File: config.mk
export PLATFORM = sky130hd
export DESIGN_NAME = accumulator_pipe
export DESIGN_NICKNAME = d
export VERILOG_FILES = /design/src/rtl/accumulator_pipe.sv
export SDC_FILE = /design/constraint.sdc
export NUM_CORES = 2
export LEC_CHECK = 0
export ABC_CLOCK_PERIOD_IN_PS = 43600
export CORE_MARGIN = 8
export CORE_UTILIZATION = 59
export DETAILED_ROUTE_END_ITERATION = 12
export GPL_TIMING_DRIVEN = 0
export MAX_ROUTING_LAYER = met4
export PLACE_DENSITY = 0.81
export SLEW_MARGIN = 20
export SYNTH_ARGS = -nofsm -noshare
export SYNTH_HDL_FRONTEND = slang
export SYNTH_SLANG_ARGS = --single-unit
File: constraint.sdc
create_clock -name clk -period 43.6 [get_ports clk]
set_input_delay 8.72 -clock clk [delete_from_list [all_inputs] [get_ports clk]]
set_output_delay 8.72 -clock clk [all_outputs]
set_load 0.01 [all_outputs]
File: src/rtl/accumulator_pipe.sv
// Pipelined N-lane reduction accumulator: registered adder tree feeding a
// per-packet accumulator with valid/ready handshakes, saturation and overflow.
module accumulator_pipe #(
  parameter int N        = 16,
  parameter int WIDTH    = 32,
  parameter bit SIGNED   = 1'b1,
  parameter bit SATURATE = 1'b1,
  parameter int GUARD    = 8,
  parameter int CNT_W    = 8
) (
  input  logic                 clk,
  input  logic                 rst,
  input  logic                 en,
  input  logic                 in_valid,
  output logic                 in_ready,
  input  logic                 in_last,
  input  logic [N*WIDTH-1:0]   vals,
  output logic [WIDTH-1:0]     sum,
  output logic                 sum_valid,
  input  logic                 sum_ready,
  output logic                 ovf,
  output logic [CNT_W-1:0]     beat_cnt
);

  localparam int LOG2N = $clog2(N);
  localparam int ACC_W = WIDTH + LOG2N + GUARD;
  // Tree nodes stored level by level: N leaves, N/2 sums, ..., 1 root.
  localparam int NODES = 2*N - 1;

  logic [ACC_W-1:0] r_tree [NODES];
  logic [ACC_W-1:0] w_next [NODES];
  logic [LOG2N:0]   r_vld;
  logic [LOG2N:0]   r_last;

  logic             w_stall;
  logic             w_accept;
  logic             r_sum_valid;

  assign w_stall  = !en || (r_sum_valid && !sum_ready);
  assign in_ready = !rst && !w_stall;
  assign w_accept = in_valid && in_ready;

  for (genvar i = 0; i < N; i++) begin : g_lane
    logic [WIDTH-1:0] w_lane;
    assign w_lane    = vals[N*WIDTH-1-i*WIDTH -: WIDTH];
    assign w_next[i] = {{(ACC_W-WIDTH){SIGNED & w_lane[WIDTH-1]}}, w_lane};
  end

  for (genvar k = 1; k <= LOG2N; k++) begin : g_level
    localparam int OFF  = 2*N - 2*(N >> k);
    localparam int PREV = 2*N - 2*(N >> (k-1));
    for (genvar i = 0; i < (N >> k); i++) begin : g_node
      assign w_next[OFF+i] = r_tree[PREV+2*i] + r_tree[PREV+2*i+1];
    end
  end

  // NOTE: the tree datapath has no reset; the valid bits alone qualify it,
  // so clearing wide data registers would only add reset fan-out.
  always_ff @(posedge clk) begin
    if (!w_stall) r_tree <= w_next;
  end

  always_ff @(posedge clk) begin
    if (rst) begin
      r_vld  <= '0;
      r_last <= '0;
    end else if (!w_stall) begin
      r_vld  <= {r_vld[LOG2N-1:0], w_accept};
      r_last <= {r_last[LOG2N-1:0], in_last};
    end
  end

  logic [ACC_W-1:0] r_acc;
  logic [CNT_W-1:0] r_cnt;
  logic             r_first;
  logic [WIDTH-1:0] r_sum;
  logic             r_ovf;
  logic [CNT_W-1:0] r_beat_cnt;

  logic             w_tree_vld;
  logic             w_tree_last;
  logic [ACC_W-1:0] w_acc_next;
  logic [CNT_W-1:0] w_cnt_next;
  logic             w_ovf;
  logic [WIDTH-1:0] w_clamp;
  logic [WIDTH-1:0] w_sum;

  assign w_tree_vld  = r_vld[LOG2N];
  assign w_tree_last = r_last[LOG2N];
  assign w_acc_next  = (r_first ? '0 : r_acc) + r_tree[NODES-1];
  assign w_cnt_next  = r_first ? CNT_W'(1) : ((&r_cnt) ? r_cnt : r_cnt + 1'b1);

  if (SIGNED) begin : g_range_signed
    // In range when every bit from the WIDTH sign bit upward agrees.
    assign w_ovf   = !((&w_acc_next[ACC_W-1:WIDTH-1]) || !(|w_acc_next[ACC_W-1:WIDTH-1]));
    assign w_clamp = w_acc_next[ACC_W-1] ? {1'b1, {(WIDTH-1){1'b0}}}
                                         : {1'b0, {(WIDTH-1){1'b1}}};
  end else begin : g_range_unsigned
    assign w_ovf   = |w_acc_next[ACC_W-1:WIDTH];
    assign w_clamp = '1;
  end

  assign w_sum = (SATURATE && w_ovf) ? w_clamp : w_acc_next[WIDTH-1:0];

  always_ff @(posedge clk) begin
    if (rst) begin
      r_acc       <= '0;
      r_cnt       <= '0;
      r_first     <= 1'b1;
      r_sum       <= '0;
      r_ovf       <= 1'b0;
      r_beat_cnt  <= '0;
      r_sum_valid <= 1'b0;
    end else if (!w_stall) begin
      if (w_tree_vld) begin
        r_acc   <= w_acc_next;
        r_cnt   <= w_cnt_next;
        r_first <= w_tree_last;
      end
      if (w_tree_vld && w_tree_last) begin
        r_sum       <= w_sum;
        r_ovf       <= w_ovf;
        r_beat_cnt  <= w_cnt_next;
        r_sum_valid <= 1'b1;
      end else if (r_sum_valid && sum_ready) begin
        r_sum_valid <= 1'b0;
      end
    end
  end

  assign sum       = r_sum;
  assign ovf       = r_ovf;
  assign beat_cnt  = r_beat_cnt;
  assign sum_valid = r_sum_valid;

endmodule

==> results.md <==
- Max-slew headroom: 20.2%
- PD cells: 53.8 mW/mm^2
- Max Freq: 0.0519 GHz
- Least-Margin Pin Slew: 1.17 ns
- RSZ-0062 raised after global routing: no
- Worst path required time: 34.88 ns
- Hold path start: r_acc[8]
- TritonCTS Buffers: 131
- Clk_skew: 0.0278 ns
- Design Power: 4.05 mW
- First-pass DRT Iterations: 5
- Tightest Hold Check Type: reg -> reg
- Leakage power: 29.3 nW
- Avg Cell Area, Syn: 11.9 sq um
- Min Tclk post-route: 19.27 ns
- Htree depth: 4
- Period utilization: 44.2%
- Initial DRC Count: 3341
- VDD IR-drop max: 0.0000321 V
- Yosys warns: 0
- IO Pins: 561
- CTS sink cnt: 1189
- HPWL Detailed: 119000 microns
- Worst setup SP type: input pin
- Setup Total Neg Slack: 0 ns
- Post-route cell area: 0.0752 sq mm
- Final hold violations: 0
- Reg-to-reg slack, setup: 38.31 ns
- Clock transition at the registers of the reported paths: 0.06 ns
- Post-synth ARST share: 0%
- Post-synthesis sequential area ratio: 55.0%
- Critical path endpoint category: primary output
- R2R depth: 18
- Root Buffer: clkbuf_16
- Largest net degree at the start of global routing: 62
- Most frequent cells in the layout: edfxtp_1, ha_1, clkdlybuf4s50_1, a21oi_1, nand2_1
- Fin nets: 7089
- Share of cells above drive strength 1: 4.50%
- Post-Syn Nets: 6375
- # Post-CTS Setup Buffers: 0
- Area growth syn-to-layout: 19.3%
- Netlist Area Pre-Place: 0.0630 sq mm
- Status: finished, final reports clean
- Critical path class: in -> out
- PortBufs: 560
- Syn Inst Count: 5280
- Full die area: 0.118 sq mm
- Max-cap violations: 0
- Final WL: 154000 microns
- FP Rows: 120
- Total track usage: 26.3%
- Vias in the first global route: 44.2k
- CTS tree: done
- Die Ht: 343 microns
- Clock latency on the worst-skew pair: 0.74 ns
- Vias/cell: 5.86
- Synthesized flop and latch total: 1189
- Commonest non-fill, non-tap cell in the layout: edfxtp_1
- RR Startpoint: r_first
- Hold Crit Depth: 2
- Reg2reg end: sum[26]
- RD Place Congestion: 0.917
- Grt total ovfl: 0
- Final ANT Viol Nets: 0
- Initial antenna violation count: 23
- Wire per inst: 20.5 microns
- Ys flop type: edfxtp_1
- Die W: 343 microns
- WP data arrival: 10.55 ns
- Cell Area, Placed: 0.0709 sq mm
- Slew Viols, Final: 0
- Setup crit start: sum_ready
- First-pass GRT wire length: 237000 microns
- Initial core utilization: 59.2%
- Cts hold-fix bufs: 0
- # DRC: 0
- Post-synth cell types: 85
- Core outline area: 0.106 sq mm
- Count of endpoints failing setup in the final report: 0
- Hold Path End: r_acc[8]
- Clock Tree Buf Depth: 3
- Post-synth EDFFs: 1084
- Post-cts resize count: 0
- Via Count: 44.0k
- CP Max Fanout: 10
-- per-layer routing --
metal / routed length (microns) / global-route usage [%] / vias to the layer above / part of all wire (%)
li1: - / - / 21354 / -
met1: 64600 / 32.7 / 21027 / 42
met2: 76000 / 44.2 / 1378 / 49
met3: 8250 / 3.84 / 288 / 5.4
met4: 5160 / 9.36 / 0 / 3.4
met5: 0 / - / - / 0
-- synthesized netlist by cell type, drive strengths merged (16+ instances only) --
library cell	instances	area (sq um)
a21o	257	1930
o21ai	250	1250
nand4	43	269
o41ai	16	155
a21oi	491	2460
nor2	320	1210
and2	18	113
and3	42	263
edfxtp	1084	32600
a31o	23	201
xnor2	370	3240
fa	16	320
o21bai	70	526
nand3	100	505
or3	22	138
nor2b	108	676
o21a	77	578
nand2b	85	534
xor2	120	1050
dfxtp	105	2100
nand2	378	1420
a31oi	85	562
a41oi	18	176
a21boi	17	128
ha	561	7020
clkbuf	55	206
nor3	83	415
inv	196	736
a211oi	53	403
o31ai	22	175
o211ai	19	143
-- cell type report --
cell class | instances | area, sq um
antenna | 24 | 60.1
buffer | 70 | 324
clock buffer | 161 | 3550
clock inverter | 67 | 651
fill | 7403 | 31300
inverter | 197 | 739
multi-input combinational | 3824 | 27300
sequential | 1189 | 34700
tap | 1403 | 1760
timing repair buffer | 581 | 6150
-- power by group --
group | internal [mW] | switching, mW | total (mW)
Combinational | 0.576 | 0.784 | 1.36
Sequential | 1.51 | 0.0848 | 1.60
Clock | 0.638 | 0.451 | 1.09
Total | 2.73 | 1.32 | 4.05
-- stage by stage --
| stage | setup slack [ns] | utilization [%] | instances | hold slack (ns) |
|---|---|---|---|---|
| floorplan | 3.40 | - | 5280 | 0.432 |
| global placement | -6.92 | 66.1 | 7243 | 0.437 |
| detailed placement | 24.28 | 66.6 | 7264 | 0.442 |
| CTS | 24.26 | 70.6 | 7492 | 0.450 |
| global route | 24.21 | 70.6 | 7515 | 0.464 |
| finish | 24.33 | 70.6 | 7516 | 0.451 |
-- logic make-up after synthesis --
kind of cell | after synthesis | share of synthesized area, %
muxes | 6 | 0.0973
xor gates and xnor gates | 490 | 6.81
adders and majority gates | 577 | 11.6
and+or+nand+nor | 1240 | 9.28
DFF | 1189 | 55.0
AOI/OAI and AO/OA | 1511 | 15.5
buffers and inverters | 267 | 1.68
-- worst max-delay path, cell delays in order --
cell and delay, ns:
clkdlybuf4s50_1 0.40, o21ai_0 0.47, clkbuf_1 0.37, nor2_1 0.07, clkdlybuf4s50_1 0.52
-- worst max path at each step --
stage / end / cells past startpoint / slack (ns)
global route: in_ready / 5 / 24.21
floorplan: r_tree[0] / 3 / 3.40
detailed placement: in_ready / 5 / 24.28
finish: in_ready / 5 / 24.33
CTS: in_ready / 5 / 24.26
global placement: r_tree[931] / 4 / -6.92
-- flip-flops by register name (all words and copies together), names as in the netlist --
register	count
r_vld	5
beat_cnt	8
r_last	5
sum	32
r_tree	1084
r_cnt	8
sum_valid	1
ovf	1
r_acc	44
r_first	1
(Power assumes the default switching activity.)
